$ cat config.mk
export PLATFORM = sky130hd
export DESIGN_NAME = mine_placer
export DESIGN_NICKNAME = d
export VERILOG_FILES = /design/src/rtl/mine_pkg.sv /design/src/rtl/mine_lfsr.sv /design/src/rtl/mine_placer.sv
export SDC_FILE = /design/constraint.sdc
export NUM_CORES = 1
export LEC_CHECK = 0
export ABC_AREA = 1
export ABC_CLOCK_PERIOD_IN_PS = 2800
export BUFFER_PORTS_ARGS = -buffer_cell sky130_fd_sc_hd__buf_2
export CAP_MARGIN = 20
export CORE_ASPECT_RATIO = 1.1
export CORE_UTILIZATION = 35
export DETAILED_ROUTE_END_ITERATION = 6
export PLACE_DENSITY_LB_ADDON = 0.08
export SLEW_MARGIN = 0
export SYNTH_ARGS = -nofsm -noshare
export SYNTH_HDL_FRONTEND = slang
export SYNTH_SLANG_ARGS = --single-unit
$ cat constraint.sdc
create_clock -name clk -period 2.8 [get_ports clk]
set_input_delay 0.56 -clock clk [delete_from_list [all_inputs] [get_ports clk]]
set_output_delay 0.56 -clock clk [all_outputs]
set_load 0.02 [all_outputs]
$ cat src/rtl/mine_pkg.sv
// Shared definitions for the mine placer: width helper, default LFSR
// constants and the placement state encoding.
package mine_pkg;

  // Ceiling log2 for sizing counters and index fields at elaboration time.
  function automatic int clog2(input int value);
    int r;
    r = 0;
    while ((1 << r) < value) r++;
    return r;
  endfunction

  // Maximal-length Galois mask and default non-zero seed for a 16-bit LFSR.
  localparam logic [15:0] DEF_TAPS = 16'hB400;
  localparam logic [15:0] DEF_SEED = 16'hACE1;

  typedef enum logic [1:0] {
    ST_IDLE = 2'd0,
    ST_DRAW = 2'd1,
    ST_DONE = 2'd2
  } state_t;

endpackage

$ cat src/rtl/mine_lfsr.sv
// Free-running Galois LFSR with a synchronous seed load. A zero seed is
// replaced by 1 so the register can never lock up in the all-zero state.
module mine_lfsr
  import mine_pkg::*;
#(
  parameter int                LFSR_W = 16,
  parameter logic [LFSR_W-1:0] TAPS   = LFSR_W'(DEF_TAPS),
  parameter logic [LFSR_W-1:0] SEED   = LFSR_W'(DEF_SEED)
) (
  input  logic              clk,
  input  logic              reset,
  input  logic              seed_load,
  input  logic [LFSR_W-1:0] seed,
  output logic [LFSR_W-1:0] q
);

  logic [LFSR_W-1:0] lfsr_q;
  logic [LFSR_W-1:0] lfsr_d;

  // Next state: seed load wins over the normal Galois advance.
  always_comb begin
    lfsr_d = (lfsr_q >> 1) ^ (lfsr_q[0] ? TAPS : '0);
    if (seed_load) begin
      lfsr_d = (seed == '0) ? LFSR_W'(1) : seed;
    end
  end

  // State register; advances every cycle regardless of the placer state.
  always_ff @(posedge clk) begin
    if (reset) begin
      lfsr_q <= SEED;
    end else begin
      lfsr_q <= lfsr_d;
    end
  end

  assign q = lfsr_q;

endmodule

$ cat src/rtl/mine_placer.sv
// Places NUM_MINES distinct mines on a COLS x ROWS board. One candidate
// cell per cycle is taken from the LFSR; candidates off the board, already
// mined, or inside the optional 3x3 first-click safe zone are rejected.
module mine_placer
  import mine_pkg::*;
#(
  parameter int                COLS      = 8,
  parameter int                ROWS      = 8,
  parameter int                NUM_MINES = 10,
  parameter int                LFSR_W    = 16,
  parameter logic [LFSR_W-1:0] TAPS      = LFSR_W'(DEF_TAPS),
  parameter logic [LFSR_W-1:0] SEED      = LFSR_W'(DEF_SEED),
  parameter int                MAX_DRAWS = 4096,
  localparam int               CW        = clog2(COLS),
  localparam int               RW        = clog2(ROWS),
  localparam int               NCELL     = COLS * ROWS,
  localparam int               MCW       = clog2(NCELL + 1)
) (
  input  logic              clk,
  input  logic              reset,
  input  logic              start,
  input  logic              seed_load,
  input  logic [LFSR_W-1:0] seed,
  input  logic              safe_en,
  input  logic [RW-1:0]     safe_row,
  input  logic [CW-1:0]     safe_col,
  output logic              busy,
  output logic              done,
  output logic              error,
  output logic [NCELL-1:0]  mine_map,
  output logic [MCW-1:0]    mine_count
);

  localparam int IW  = clog2(NCELL);
  localparam int DCW = clog2(MAX_DRAWS + 1);

  state_t           state_q;
  logic [NCELL-1:0] mine_map_q;
  logic [MCW-1:0]   mine_count_q;
  logic [DCW-1:0]   draw_cnt_q;
  logic             busy_q;
  logic             done_q;
  logic             error_q;
  logic             safe_en_q;
  logic [RW-1:0]    safe_row_q;
  logic [CW-1:0]    safe_col_q;

  logic [LFSR_W-1:0] lfsr;

  mine_lfsr #(
    .LFSR_W (LFSR_W),
    .TAPS   (TAPS),
    .SEED   (SEED)
  ) u_lfsr (
    .clk       (clk),
    .reset     (reset),
    .seed_load (seed_load),
    .seed      (seed),
    .q         (lfsr)
  );

  // Candidate cell decoded straight from the low LFSR bits.
  logic [CW-1:0]    cand_col;
  logic [RW-1:0]    cand_row;
  logic [IW-1:0]    cand_idx;
  logic [NCELL-1:0] cand_bit;
  logic             in_range;
  logic             occupied;
  logic [RW-1:0]    row_dist;
  logic [CW-1:0]    col_dist;
  logic             in_safe;
  logic             accept;
  logic [MCW-1:0]   count_next;
  logic             last_draw;
  logic             unused_lfsr_hi;

  assign cand_col = lfsr[CW-1:0];
  assign cand_row = lfsr[CW+RW-1:CW];
  assign unused_lfsr_hi = ^lfsr[LFSR_W-1:CW+RW];

  // Decoded fields are a power of two wide, so columns/rows past the board
  // edge can appear and must be filtered before they alias onto a cell.
  assign in_range = ({1'b0, cand_col} < (CW+1)'(COLS)) &&
                    ({1'b0, cand_row} < (RW+1)'(ROWS));
  assign cand_idx = IW'(cand_row) * IW'(COLS) + IW'(cand_col);
  assign cand_bit = NCELL'(1) << cand_idx;
  assign occupied = |(mine_map_q & cand_bit);

  // Chebyshev distance <= 1 gives the 3x3 zone; edge clipping falls out
  // naturally because off-board cells are never candidates anyway.
  assign row_dist = (cand_row >= safe_row_q) ? (cand_row - safe_row_q)
                                              : (safe_row_q - cand_row);
  assign col_dist = (cand_col >= safe_col_q) ? (cand_col - safe_col_q)
                                              : (safe_col_q - cand_col);
  assign in_safe  = safe_en_q && (row_dist <= RW'(1)) && (col_dist <= CW'(1));

  assign accept     = in_range && !occupied && !in_safe;
  assign count_next = mine_count_q + MCW'(1);
  assign last_draw  = (draw_cnt_q + DCW'(1)) == DCW'(MAX_DRAWS);

  // Placement FSM with registered status outputs and board state.
  always_ff @(posedge clk) begin
    if (reset) begin
      state_q      <= ST_IDLE;
      mine_map_q   <= '0;
      mine_count_q <= '0;
      draw_cnt_q   <= '0;
      busy_q       <= 1'b0;
      done_q       <= 1'b0;
      error_q      <= 1'b0;
      safe_en_q    <= 1'b0;
      safe_row_q   <= '0;
      safe_col_q   <= '0;
    end else begin
      case (state_q)
        ST_IDLE: begin
          done_q <= 1'b0;
          if (start) begin
            mine_map_q   <= '0;
            mine_count_q <= '0;
            draw_cnt_q   <= '0;
            error_q      <= 1'b0;
            safe_en_q    <= safe_en;
            safe_row_q   <= safe_row;
            safe_col_q   <= safe_col;
            busy_q       <= 1'b1;
            state_q      <= ST_DRAW;
          end
        end
        ST_DRAW: begin
          if (mine_count_q == MCW'(NUM_MINES)) begin
            busy_q  <= 1'b0;
            done_q  <= 1'b1;
            state_q <= ST_DONE;
          end else begin
            draw_cnt_q <= draw_cnt_q + DCW'(1);
            if (accept) begin
              mine_map_q   <= mine_map_q | cand_bit;
              mine_count_q <= count_next;
            end
            // Completing the board takes priority over the watchdog.
            if (accept && (count_next == MCW'(NUM_MINES))) begin
              busy_q  <= 1'b0;
              done_q  <= 1'b1;
              state_q <= ST_DONE;
            end else if (last_draw) begin
              error_q <= 1'b1;
              busy_q  <= 1'b0;
              done_q  <= 1'b1;
              state_q <= ST_DONE;
            end
          end
        end
        ST_DONE: begin
          done_q  <= 1'b0;
          state_q <= ST_IDLE;
        end
        default: begin
          busy_q  <= 1'b0;
          done_q  <= 1'b0;
          state_q <= ST_IDLE;
        end
      endcase
    end
  end

  assign busy       = busy_q;
  assign done       = done_q;
  assign error      = error_q;
  assign mine_map   = mine_map_q;
  assign mine_count = mine_count_q;

endmodule

## Word level (Yosys, flattened, before mapping)

Cells that the tools add are included.

- Output and inout port bits: 74
- Register bits after elaboration: 112
- Bits of input ports: 27
- Logic and storage cells: 90

- $add $sub $neg: 7
- Eq/ne operators: 11
- Magnitude comparators: 4
- Shift-type cells: 1
- Reduce and logical (&&, ||, !) cells: 18
- Bitwise operators: 5
- Mux-type cells: 33

Operators with widths:

| kind | count |
|---|---|
| two-way mux 64 bit | 3 |
| one-hot mux 64 bit (2 select lines) | 1 |
| bitwise AND 64 bit | 1 |
| OR 64 bit | 1 |
| OR reduction 64 bit | 1 |
| left shift 1 x 6 -> 64 bit, first input constant | 1 |
| two-way mux 16 bit | 3 |
| two-way mux 13 bit | 2 |
| one-hot mux 13 bit (2 select lines) | 1 |
| two-way mux 7 bit | 3 |
| zero test 16 bit | 1 |
| XOR 15 x 16 -> 16 bit | 1 |
| equality test 7 x 4 -> 1 bit, second input constant | 2 |
| one-hot mux 7 bit (2 select lines) | 1 |
| adder 13 x 1 -> 13 bit, second input constant | 1 |
| equality test 13 bit, second input constant | 1 |
| subtractor 3 bit | 4 |
| two-way mux 1 bit | 10 |
| != test 2 bit, second input constant | 5 |
| two-way mux 2 bit | 4 |
| adder 7 x 1 -> 7 bit, second input constant | 1 |
| adder 6 x 3 -> 6 bit | 1 |
| >= comparator 3 bit | 2 |
| less-or-equal comparator 3 x 1 -> 1 bit, second input constant | 2 |
| 18 further kinds | 26 |

## Logic depth before layout (Yosys ltp)

Gate-level depths: netlist of run 1.

- Depth after elaboration: 11
- Mapped depth: 19
- Depth with buffers taken out: 16

## Hierarchy

A second synthesis of run 1 with hierarchy kept.

- Cell total of the unflattened synthesis: 893
- Area total of the unflattened synthesis: 5955.7 um2

By module, submodules not included:

| module | times used | area each (um2) | seq. area each (um2) | cells an instance |
|---|---|---|---|---|
| mine_placer | 1 | 5270.1 | 1921.8 | 802 |
| mine_lfsr | 1 | 685.7 | 320.3 | 91 |

## Worst setup path before layout of run 1

Ideal clock, no wire load.

- Path type: register -> register
- Start point: register u_lfsr.lfsr_q[4], in the netlist u_lfsr.q[4]
- End point: register mine_map_q[41], in the netlist mine_map[41]
- Clock period less this slack: 2.704 ns
- Data required time: 2.730 ns
- Path slack: 0.096 ns
- Arrival: 2.633 ns
- Path buffers: 6
- Cell stages (with the launch flop): 20
- Setup time: 0.070 ns
- Cell sequence: dfxtp_1 buf_4 inv_2 buf_6 buf_6 clkbuf_1 fa_1 xnor2_1 nand2_1 o21ai_0 nor2_1 nand3_1 nand2_1 nor2_2 nand3_4 nand2_2 buf_6 buf_6 nand2_1 a21oi_1

- Cells in the longest elaborated chain, start to end: 9
- Elaborated cells on any way between the ends: 20
- Classes of those cells: add/sub (3); order compare (2); eq/ne (1); shift (1); mux (4); bitwise (2); reduce/logical (7)

RTL lines:

| what | line | RTL |
|---|---|---|
| start, declared | mine_lfsr.sv:17 | `logic [LFSR_W-1:0] lfsr_q;` |
| start signal, assigned | mine_lfsr.sv:33 | `lfsr_q <= lfsr_d;` |
| branches (longest 9 deep; another with adder 6 x 3 -> 6 bit) | n/a |  |
| end signal, assigned | mine_placer.sv:138 | `mine_map_q <= mine_map_q \| cand_bit;` |
| end, declared | mine_placer.sv:38 | `logic [NCELL-1:0] mine_map_q;` |

Several ways; the timed one is not identified. The select of a mux whose other input is x is not followed.
A chain may end at the register's enable or synchronous reset.

## Worst setup path after layout of run 1

- Start point: register u_lfsr.lfsr_q[0], in the netlist u_lfsr.q[0]
- End point: register mine_map_q[43], in the netlist mine_map[43]

- Cells in the longest elaborated chain, start to end: 8
- Elaborated cells on any way between the ends: 19
- Classes of those cells: add/sub (3); order compare (2); eq/ne (1); shift (1); mux (4); bitwise (2); reduce/logical (6)

RTL lines:

| what | line | RTL |
|---|---|---|
| adder 6 x 3 -> 6 bit (tied with other cells) | mine_placer.sv:85 | `assign cand_idx = IW'(cand_row) * IW'(COLS) + IW'(cand_col);` |
| left shift 1 x 6 -> 64 bit / two-way mux 3 bit (equally long branches) | mine_placer.sv:86, mine_placer.sv:93 |  |
| bitwise AND 64 bit / less-or-equal comparator 3 x 1 -> 1 bit (equally long branches) | mine_placer.sv:87, mine_placer.sv:95 |  |
| OR reduction 64 bit / logical AND 1 bit (equally long branches) | mine_placer.sv:87, mine_placer.sv:95 |  |
| zero test 1 bit | mine_placer.sv:97 | `assign accept = in_range && !occupied && !in_safe;` |
| logical AND 1 bit | mine_placer.sv:97 |  |
| != test 2 bit (no line) | n/a |  |
| AND reduction 4 bit (no line) | n/a |  |

Parallel ways exist; a longest one is shown, timed or not. The select of a mux whose other input is x is not followed.

==> qor.log, run 1 <==
[logic_synthesis] mux contribution to synthesized area 0%
[detailed_routing] residual antenna-violating net count after detailed routing 0
[worst_setup_path] Crit path buffers/inverters 2
[logic_synthesis] number of register bits inferred by synthesis 112
[pwr] internal power consumption 2.60 mW
[timing] worst hold slack after final layout 0.427 ns
[pwr] maximum ir drop on the vdd rail 0.000313 V
[timing] time the worst path needs with I/O delays and setup 2.55 ns
[timing] Setup-failing EPs final 0
[clock_tree] clock root buffer clkbuf_16
[global_route] largest net degree at the start of global routing 67
[timing] RSZ-0062 raised after global routing false
[pwr] net switching power figure 967 uW
[finish] Antenna diodes 0
[logic_synthesis] share of flip-flops with an asynchronous set or reset after synthesis 0%
[detailed_routing] detailed-route wire length per cell 15.0 um
[logic_synthesis] fraction of the mapped netlist area in compound gates 11.1%
[placed_design] count of buffers from port buffering 100
[logic_synthesis] leading register cell type out of synthesis dfxtp_1
[clock_tree] clock tree from TritonCTS yes
[logic_synthesis] average cell area after synthesis 6.80 um2
[clock_tree] Clock Sinks 112
[clock_tree] total number of H-tree levels 3
[global_route] number of antenna violations at the first check in global routing 0
[logic_synthesis] dominant combinational cell family by area after synthesis simple AND/OR/NAND/NOR gates
[worst_setup_path] cell family with most CP delay simple AND/OR/NAND/NOR gates
[global_route] number of global-route vias before repair 5270
[timing] share of the cycle needed by the critical path after routing 91.0%
[logic_synthesis] yosys synthesis warning count 0
[global_route] met1 capacity usage during global routing 26.4%
[detailed_routing] DR vias/cell 4.86
[worst_setup_path] category of the worst setup path capture point flop
[pwr] Clk pwr share 38.7%
[logic_synthesis] largest cells by area after synthesis dfxtp_1 (38%), nand2_1 (12%), a21oi_1 (8.3%), nor2_1 (7.0%), inv_1 (6.7%)
[die] Core Area 0.0165 mm2
[timing] post-layout worst setup margin 0.251 ns
[global_route] GR peak layer met2
[worst_hold_path] worst hold-check path type input pin to flop
[die] die area 0.0175 mm2
[global_route] global routing met2 resource utilization 31.9%
[worst_setup_path] maximum fanout count along the critical path 16
[placed_design] Worst Setup Slack post-DPL 0.0774 ns
[logic_synthesis] Post-synth EDFFs 0
[logic_synthesis] dominant cell type by area after synthesis dfxtp_1
[global_route] final global-route overflow total 0
[logic_synthesis] area share of fa/ha/maj cells after synthesis 3.88%
[pwr] LEAKAGE 2.95 nW
[worst_setup_path] slowest stage cell, crit path dfxtp_1
[finish] Syn-to-layout area delta 18.2%
[flow_run] Max Cap Viol 0
[worst_setup_path] worst setup path class flop to flop
[logic_synthesis] synthesized netlist net count 916
[finish] nets@finish 1004
[logic_synthesis] Unique masters post-synth 34
[clock_tree] number of CTS-inserted buffers 9
[detailed_routing] drt initial violations 253
[worst_setup_path] required time worst endpoint 3.09 ns
[worst_setup_path] Critical Path Max Stage Delay 0.39 ns
[detailed_routing] vias 5681
[logic_synthesis] cell area after technology mapping 0.00594 mm2
[placed_design] Placer Congestion 0.840
[die] number of top-level pins 101
[worst_setup_path] Most common cell on crit path nand2_1
[placed_design] DP Wirelength 12.3 mm
[die] die height 139 um
[logic_synthesis] gate count of the mapped netlist 873
[logic_synthesis] area share of the leading cell type in the synthesized netlist 37.8%
[clock_tree] CTS Buffer Depth 2
[logic_synthesis] area share of xor/xnor cells in the synthesized design 2.51%
[timing] Relative slew margins 60.7%
[worst_setup_path] worst-path cell chain inv_1 > ha_1 > fa_1 > xnor2_1 > nand2_1 > o21ai_0 > nor2_1 > nand3_1 > nand2_1 > nor2_4 > nand3_4 > nand2_4 > buf_6 > nand2_1 > a21oi_1
[worst_setup_path] data arrival time at the worst-slack endpoint 2.84 ns
[pwr] Power per Cell Area 508 mW/mm2
[clock_tree] Clock Pin Slew Worst Setup and Hold Paths 0.07 ns
[worst_hold_path] Worst Min Path Start seed[7]
[worst_setup_path] R2R Path Start u_lfsr.q[0]
[clock_tree] clock latency on the worst-skew pair 0.36 ns
[pwr] part of the total power dissipated in combinational logic 14.7%
[timing] number of max-slew violations in the final report 0
[pwr] switch share 27.1%
[logic_synthesis] fraction of the mapped netlist area in simple logic gates 32.8%
[worst_setup_path] Startpoint Class flop
[pwr] power share of the sequential group 46.6%
[finish] Layout Utilization 42.6%
[global_route] met3 track demand over resource 2.89%
[timing] maximum clock frequency 0.392 GHz
[pwr] overall power 3.57 mW
[die] starting utilization of the core area 36.0%
[timing] Setup TNS 0 ns
[outcome] run status finished clean
[detailed_routing] DR pass1 iterations 4
[global_route] global-route usage over all layers 19.7%
[timing] worst slew pin tran 0.589 ns
[die] Std-Cell Rows 49
[detailed_routing] number of remaining DRC errors 0
[worst_setup_path] crit path from u_lfsr.q[0]
[timing] Final Hold Fails 0
[global_route] first-pass GRT wire length 27.4 mm
[timing] worst clock skew on the final layout 0.00648 ns
[logic_synthesis] sequential area share after synthesis 37.8%
[finish] share of post-route cells with drive strength above 1 16.9%
[detailed_routing] Routed Wire Length 17.5 mm
[die] die width 126 um
[layout by cell type, fill, tap and decap left out, drive strengths merged]
cell type,instances
nand4,60
nand3b,1
ha,12
nand3,41
and2,1
buf,125
bufinv,2
inv,111
clkinv,3
xnor2,3
a31oi,1
fa,4
a21oi,98
nand2,194
xor2,14
dfxtp,112
clkbuf,12
o21ai,23
a211oi,4
nor4,6
o211ai,2
nor3b,2
nor2,119
nor3,14
[per-layer routing]
layer | up-vias | wire length, um
met5 | - | 0
met4 | 0 | 303
met3 | 20 | 573
met2 | 102 | 8280
met1 | 2562 | 8340
li1 | 2997 | -
[Yosys cell counts (9+ instances only)]
cell type  number
nand4_1        60
nand2_1       193
o21ai_0        22
nor2_1        111
a21oi_1        98
dfxtp_1       112
nor3_1         14
nand3_1        37
buf_6           9
ha_1           12
xor2_1         14
clkbuf_1       23
inv_1         106
[final cells by class]
cell class	instances	area (um2)
Sequential cell	112	2240
Tap cell	204	255
Timing Repair Buffer	127	792
Inverter	112	425
Clock buffer	10	239
Clock inverter	4	70.1
Fill cell	1791	9470
Multi-Input combinational cell	599	3000
[power groups by stage]
stage | sequential (mW) | combinational (mW) | clock (mW)
4_1_cts | 1.66 | 0.491 | 1.42
5_1_grt | 1.67 | 0.587 | 1.47
3_5_place_dp | 1.70 | 0.490 | 0
3_3_place_gp | 1.70 | 0.492 | 0
2_1_floorplan | 1.70 | 0.352 | 0
6_report | 1.66 | 0.524 | 1.38
[flip-flops by register name, indices dropped and copies added, names as in the netlist]
name,cells
mine_map,64
u_lfsr.q,16
draw_cnt_q,13
mine_count,7
safe_col_q,3
safe_row_q,3
state_q,2
busy,1
done,1
error,1
safe_en_q,1
[metrics by stage]
stage / instance area [um2] / cells
2_1_floorplan: 5940 / 873
5_1_grt: 7020 / 1168
3_3_place_gp: 6640 / 1151
4_1_cts: 6950 / 1165
3_5_place_dp: 6640 / 1151
6_report: 7020 / 1168
[repair_timing]
action | CTS | global route
buffers inserted | 0 | 0
setup endpoints to repair | 0 | 65
hold buffers | 0 | 0
resized for setup | 0 | 4
[logic make-up (layout without fill, tap and decap cells)]
group           Yosys count  in the layout
xor+xnor                 17             17
compound gates          128            128
fa+ha+maj                16             16
buf+inv                 162            253
simple gates            438            438
flops                   112            112
[final timing paths]
check	endpoint	cells past startpoint	slack, ns
hold reg to reg	u_lfsr.q[11]	2	0.44
setup / recovery	mine_map[43]	15	0.25
setup reg to reg	mine_map[43]	15	0.25
hold / removal	u_lfsr.q[7]	3	0.43
[worst min-delay path: stages]
cell,delay (ns)
buf_2,0.09
nand2_1,0.04
nand3_1,0.06
Note: power is estimated with default switching activity, not from simulation.
==> inputs of run 2 (changes only) <==
Settings changed: ABC_CLOCK_PERIOD_IN_PS 2800 to 2600.
Clock period 2.8 ns to 2.6 ns, I/O delays scaled along.
==> run 2 against run 1 <==
  * Critical path depth shrank 1
  * Utilization grew 0.18 points
  * Via count grew 1.3%
  * Clock skew grew 0.0029 ns
  * Die area is the same
  * Largest power group unchanged
  * Routed wire length shrank 1.9%
  * Power grew 4.3%
==> qor.log, run 2 (same netlist as run 1, synthesis figures left out) <==
[outcome] run status finished clean
[worst_setup_path] worst setup path class flop to flop
[pwr] maximum ir drop on the vdd rail 0.000314 V
[detailed_routing] drt initial violations 223
[pwr] Power per Cell Area 528 mW/mm2
[worst_setup_path] cell family with most CP delay adder cells
[global_route] largest net degree at the start of global routing 55
[die] number of top-level pins 101
[clock_tree] number of buffers inserted by post-CTS setup repair 0
[clock_tree] Hold-fix buffers, CTS 0
[worst_setup_path] maximum fanout count along the critical path 8
[detailed_routing] DR vias/cell 4.92
[global_route] number of antenna violations at the first check in global routing 0
[die] die width 126 um
[clock_tree] total number of H-tree levels 3
[placed_design] placed cell count 1157
[worst_hold_path] worst hold-check path type input pin to flop
[finish] commonest non-fill, non-tap cells in the layout nand2_1 (193), nor2_1 (109), dfxtp_1 (108)
[die] Core Area 0.0165 mm2
[die] die height 139 um
[worst_setup_path] worst-path cell chain inv_1 > ha_1 > fa_1 > xor2_1 > o21ai_0 > nor2_1 > nand3_1 > nand2_1 > nor2_4 > nand3_4 > buf_4 > inv_1 > nand2_1 > a21oi_1
[finish] Syn-to-layout area delta 18.7%
[worst_setup_path] slowest stage cell, crit path fa_1
[timing] Setup-failing EPs final 0
[worst_setup_path] required time worst endpoint 2.89 ns
[finish] flip-flop count of the largest register, all copies and words added 64
[pwr] LEAKAGE 2.96 nW
[clock_tree] Clock Sinks 112
[worst_setup_path] worst reg-to-reg setup slack 0.20 ns
[detailed_routing] Routed Wire Length 17.2 mm
[pwr] overall power 3.72 mW
[timing] number of max-slew violations in the final report 0
[clock_tree] number of CTS-inserted buffers 9
[global_route] number of global-route vias before repair 5231
[detailed_routing] number of remaining DRC errors 0
[finish] fillers 1774
[worst_setup_path] data arrival time at the worst-slack endpoint 2.69 ns
[finish] nets@finish 1009
[detailed_routing] detailed-route wire length per cell 14.7 um
[finish] Antenna diodes 0
[worst_hold_path] Hold EP u_lfsr.q[6]
[timing] Relative slew margins 61.4%
[clock_tree] clock tree from TritonCTS yes
[worst_setup_path] category of the worst setup path capture point flop
[global_route] first-pass GRT wire length 27.1 mm
[die] starting utilization of the core area 36.0%
[global_route] global-route usage over all layers 19.5%
[placed_design] Placer Congestion 0.843
[worst_hold_path] worst hold path cell count 3
[clock_tree] CTS Buffer Depth 2
[clock_tree] clock root buffer clkbuf_16
[worst_setup_path] R2R Path Start safe_col_q[0]
[clock_tree] clock latency on the worst-skew pair 0.36 ns
[worst_setup_path] Worst R2R End mine_count[1]
[detailed_routing] vias 5756
[worst_hold_path] Worst Min Path Start seed[6]
[timing] share of the cycle needed by the critical path after routing 92.2%
[finish] Cell Count, Final, Fillers Out 1171
[placed_design] count of buffers from port buffering 100
[detailed_routing] residual antenna-violating net count after detailed routing 0
[finish] area taken by flip-flops and latches 0.00225 mm2
[finish] share of post-route cells with drive strength above 1 17.5%
[die] die area 0.0175 mm2
[finish] most common cell after layout, fill and taps aside nand2_1
[timing] maximum clock frequency 0.417 GHz
[worst_setup_path] Critical Path Max Stage Delay 0.37 ns
[placed_design] DP Wirelength 12.2 mm
[timing] worst slew pin tran 0.577 ns
[worst_setup_path] crit path from safe_col_q[0]
[flow_run] Max Cap Viol 0
[timing] time the worst path needs with I/O delays and setup 2.40 ns
[die] Std-Cell Rows 49
[timing] worst clock skew on the final layout 0.00942 ns
[clock_tree] Clock Pin Slew Worst Setup and Hold Paths 0.07 ns
[global_route] final global-route overflow total 0
[worst_setup_path] Startpoint Class flop
[worst_setup_path] Worst R2R Path Depth 14
[detailed_routing] DR pass1 iterations 5
[worst_setup_path] Crit path buffers/inverters 3
[finish] multi-input gate area in the final layout 0.00301 mm2
[clock_tree] post-cts gate resize count 0
[timing] Final Hold Fails 0
run 2: layer usage:
layer / track usage [%] / routed length, um / vias up
met2: 31.8 / 7930 / 128
met3: 2.28 / 617 / 21
met4: 8.43 / 390 / 0
li1: - / - / 3010
met5: 0 / 0 / -
met1: 25.9 / 8240 / 2597
run 2: worst max-delay path by stage:
stage | endpoint | slack, ns | cells after the start
after CTS | error | 0.18 | 8
after floorplan | mine_map[41] | 0.03 | 19
after global placement | error | 0.17 | 8
final | mine_count[1] | 0.20 | 14
after global routing | mine_count[5] | -0.006 | 15
after detailed placement | error | 0.19 | 8
run 2: where the power goes:
group | switching [mW] | internal [mW] | total [mW]
registers | 0.0312 | 1.76 | 1.79
clock network | 0.619 | 0.726 | 1.35
logic | 0.386 | 0.205 | 0.591
run 2: worst register-to-register path, delay by kind of cell, from the launching register on:
kind / cells / cell delay [ns]
xor+xnor: 1 / 0.14
simple gates: 6 / 0.56
compound gates: 2 / 0.30
buf+inv: 3 / 0.40
flops: 1 / 0.35
fa+ha+maj: 2 / 0.58
run 2: area by class of cell:
cell class	count	area share [%]
Inverter	112	6.03
Clock buffer	10	3.25
Sequential cell	112	31.9
Tap cell	204	3.62
Multi-Input combinational cell	599	42.7
Timing Repair Buffer	132	12.1
Clock inverter	2	0.497
run 2: metrics by stage:
stage | worst slack [ns] | hold slack [ns] | TNS [ns] | cell area [um2] | utilization [%]
2_1_floorplan | 0.0309 | 0.406 | 0 | 5950 | -
3_3_place_gp | 0.171 | 0.414 | 0 | 6710 | 40.7
3_5_place_dp | 0.186 | 0.417 | 0 | 6710 | 40.7
4_1_cts | 0.179 | 0.378 | 0 | 6980 | 42.3
5_1_grt | -0.00573 | 0.404 | -0.0107 | 7050 | 42.8
6_report | 0.202 | 0.389 | 0 | 7050 | 42.8
==> inputs of run 3 (changes only) <==
Settings changed: CTS_BUF_LIST from default to sky130_fd_sc_hd__clkbuf_2.
==> run 3 against run 2 <==
  * Register-to-register slack hardly changed
  * Design area is 2.2% lower
  * Cell count hardly changed
  * Critical endpoint unchanged
  * Largest cell class unchanged
  * Highest routed layer unchanged
==> qor.log, run 3 (same netlist as run 1, synthesis figures left out) <==
[outcome] run status finished clean
[timing] worst slew pin tran 0.568 ns
[timing] worst hold slack after final layout 0.118 ns
[timing] share of the cycle needed by the critical path after routing 92.0%
[worst_setup_path] slowest stage cell, crit path dfxtp_2
[pwr] overall power 3.15 mW
[worst_setup_path] category of the worst setup path capture point flop
[worst_setup_path] worst setup path class flop to flop
[clock_tree] Clock Sinks 112
[placed_design] count of buffers from port buffering 100
[clock_tree] CTS Buffer Depth 2
[worst_setup_path] cell family with most CP delay adder cells
[clock_tree] clock tree from TritonCTS yes
[global_route] met1 capacity usage during global routing 26.0%
[pwr] switch share 30.9%
[global_route] final global-route overflow total 0
[timing] Setup-failing EPs final 0
[finish] flip-flop count of the largest register, all copies and words added 64
[die] number of top-level pins 101
[timing] maximum clock frequency 0.418 GHz
[worst_setup_path] Worst R2R End mine_count[1]
[clock_tree] clock root buffer clkbuf_2
[clock_tree] number of CTS-inserted buffers 9
[die] Std-Cell Rows 49
[clock_tree] clock latency on the worst-skew pair 0.62 ns
[clock_tree] total number of H-tree levels 3
[die] Core Area 0.0165 mm2
[timing] Final Hold Fails 0
[pwr] LEAKAGE 2.89 nW
[pwr] internal power consumption 2.18 mW
[pwr] net switching power figure 974 uW
[flow_run] Max Cap Viol 0
[timing] number of max-slew violations in the final report 0
[die] die width 126 um
[placed_design] DP Wirelength 12.2 mm
[worst_setup_path] Worst R2R Path Depth 14
[finish] Cell Count, Final, Fillers Out 1172
[detailed_routing] Routed Wire Length 17.2 mm
[worst_setup_path] R2R Path Start safe_col_q[0]
[detailed_routing] DR vias/cell 4.90
[global_route] number of antenna violations at the first check in global routing 1
[clock_tree] Clock Pin Slew Worst Setup and Hold Paths 0.28 ns
[detailed_routing] DR pass1 iterations 4
[pwr] Power per Cell Area 457 mW/mm2
[global_route] number of global-route vias before repair 5225
[die] die area 0.0175 mm2
[worst_setup_path] worst-path cell chain inv_1 > ha_1 > fa_1 > xor2_1 > o21ai_0 > nor2_1 > nand3_1 > nand2_1 > nor2_4 > nand3_4 > buf_4 > inv_1 > nand2_1 > a21oi_1
[pwr] maximum ir drop on the vdd rail 0.000168 V
[timing] worst clock skew on the final layout 0.0508 ns
[placed_design] Placer Congestion 0.843
[detailed_routing] vias 5743
[finish] share of post-route cells with drive strength above 1 18.1%
[finish] final instance area 0.00689 mm2
[worst_hold_path] worst hold-check path type input pin to flop
[global_route] first-pass GRT wire length 27.0 mm
[pwr] Clk pwr share 24.1%
[detailed_routing] number of remaining DRC errors 0
[finish] Syn-to-layout area delta 16.1%
[placed_design] Post-DP Area 0.00671 mm2
[die] die height 139 um
[worst_setup_path] Crit path buffers/inverters 3
[placed_design] placed cell count 1157
[pwr] power share of the sequential group 57.0%
[finish] commonest non-fill, non-tap cells in the layout nand2_1 (193), nor2_1 (108), inv_1 (105), dfxtp_1 (105), buf_2 (100)
[detailed_routing] drt initial violations 285
[global_route] largest net degree at the start of global routing 55
[detailed_routing] residual antenna-violating net count after detailed routing 0
[worst_setup_path] Critical Path Max Stage Delay 0.40 ns
[worst_hold_path] worst hold path cell count 3
[global_route] global routing met2 resource utilization 31.4%
[worst_setup_path] worst reg-to-reg setup slack 0.21 ns
[finish] nets@finish 1009
[global_route] GR peak layer met2
[pwr] part of the total power dissipated in combinational logic 18.8%
[finish] Layout Utilization 41.8%
[global_route] global-route usage over all layers 19.4%
[worst_setup_path] Startpoint Class flop
[detailed_routing] detailed-route wire length per cell 14.6 um
[timing] Relative slew margins 62.0%
[die] starting utilization of the core area 36.0%
[worst_setup_path] data arrival time at the worst-slack endpoint 2.97 ns
[worst_hold_path] Hold EP u_lfsr.q[6]
[timing] time the worst path needs with I/O delays and setup 2.39 ns
[worst_setup_path] maximum fanout count along the critical path 8
[worst_setup_path] required time worst endpoint 3.17 ns
[global_route] met3 track demand over resource 2.28%
[finish] most common cell after layout, fill and taps aside nand2_1
[worst_hold_path] Worst Min Path Start seed[6]
run 3: routing by layer:
layer	vias up	wire, um
li1	2997	-
met1	2618	8400
met2	106	7910
met3	22	436
met4	0	425
met5	-	0
run 3: power by group through the flow:
stage          registers [mW]  clock network (mW)  logic [mW]
5_1_grt                  1.81               0.855       0.660
3_3_place_gp             1.83                   0       0.558
4_1_cts                  1.80               0.807       0.559
2_1_floorplan            1.83                   0       0.381
6_report                 1.80               0.762       0.594
3_5_place_dp             1.83                   0       0.557
run 3: how the worst max path moves through the flow:
stage | end | start | slack (ns) | cells after the start
floorplan | mine_map[41] | u_lfsr.q[4] | 0.03 | 19
global placement | error | mine_count[1] | 0.17 | 8
detailed placement | error | mine_count[1] | 0.19 | 8
CTS | mine_map[61] | u_lfsr.q[2] | 0.11 | 13
global route | mine_map[44] | u_lfsr.q[0] | -0.005 | 15
finish | mine_count[1] | safe_col_q[0] | 0.21 | 14
run 3: per-stage QoR:
step	TNS, ns	worst slack (ns)
floorplan	0	0.0309
global placement	0	0.171
detailed placement	0	0.186
CTS	0	0.108
global route	-0.00487	-0.00487
finish	0	0.208
run 3: what timing repair did:
| action | 4_1_cts | 5_1_grt |
|---|---|---|
| endpoints found under the hold margin | 0 | 0 |
| gates resized for setup | 0 | 15 |
| setup buffers | 0 | 0 |
| hold buffers | 0 | 0 |
| setup endpoints to repair | 0 | 71 |
run 3: cell type report:
cell class	count	area, um2
antenna	1	2.50
clock buffer	10	50.0
clock inverter	2	35.0
fill	1797	9600
inverter	112	425
multi-input combinational	599	3020
sequential	112	2250
tap	204	255
timing repair buffer	132	851
run 3: worst min-delay path, cell delays in order:
cell	delay, ns
buf_2	0.09
nand2_1	0.04
nand3_1	0.06
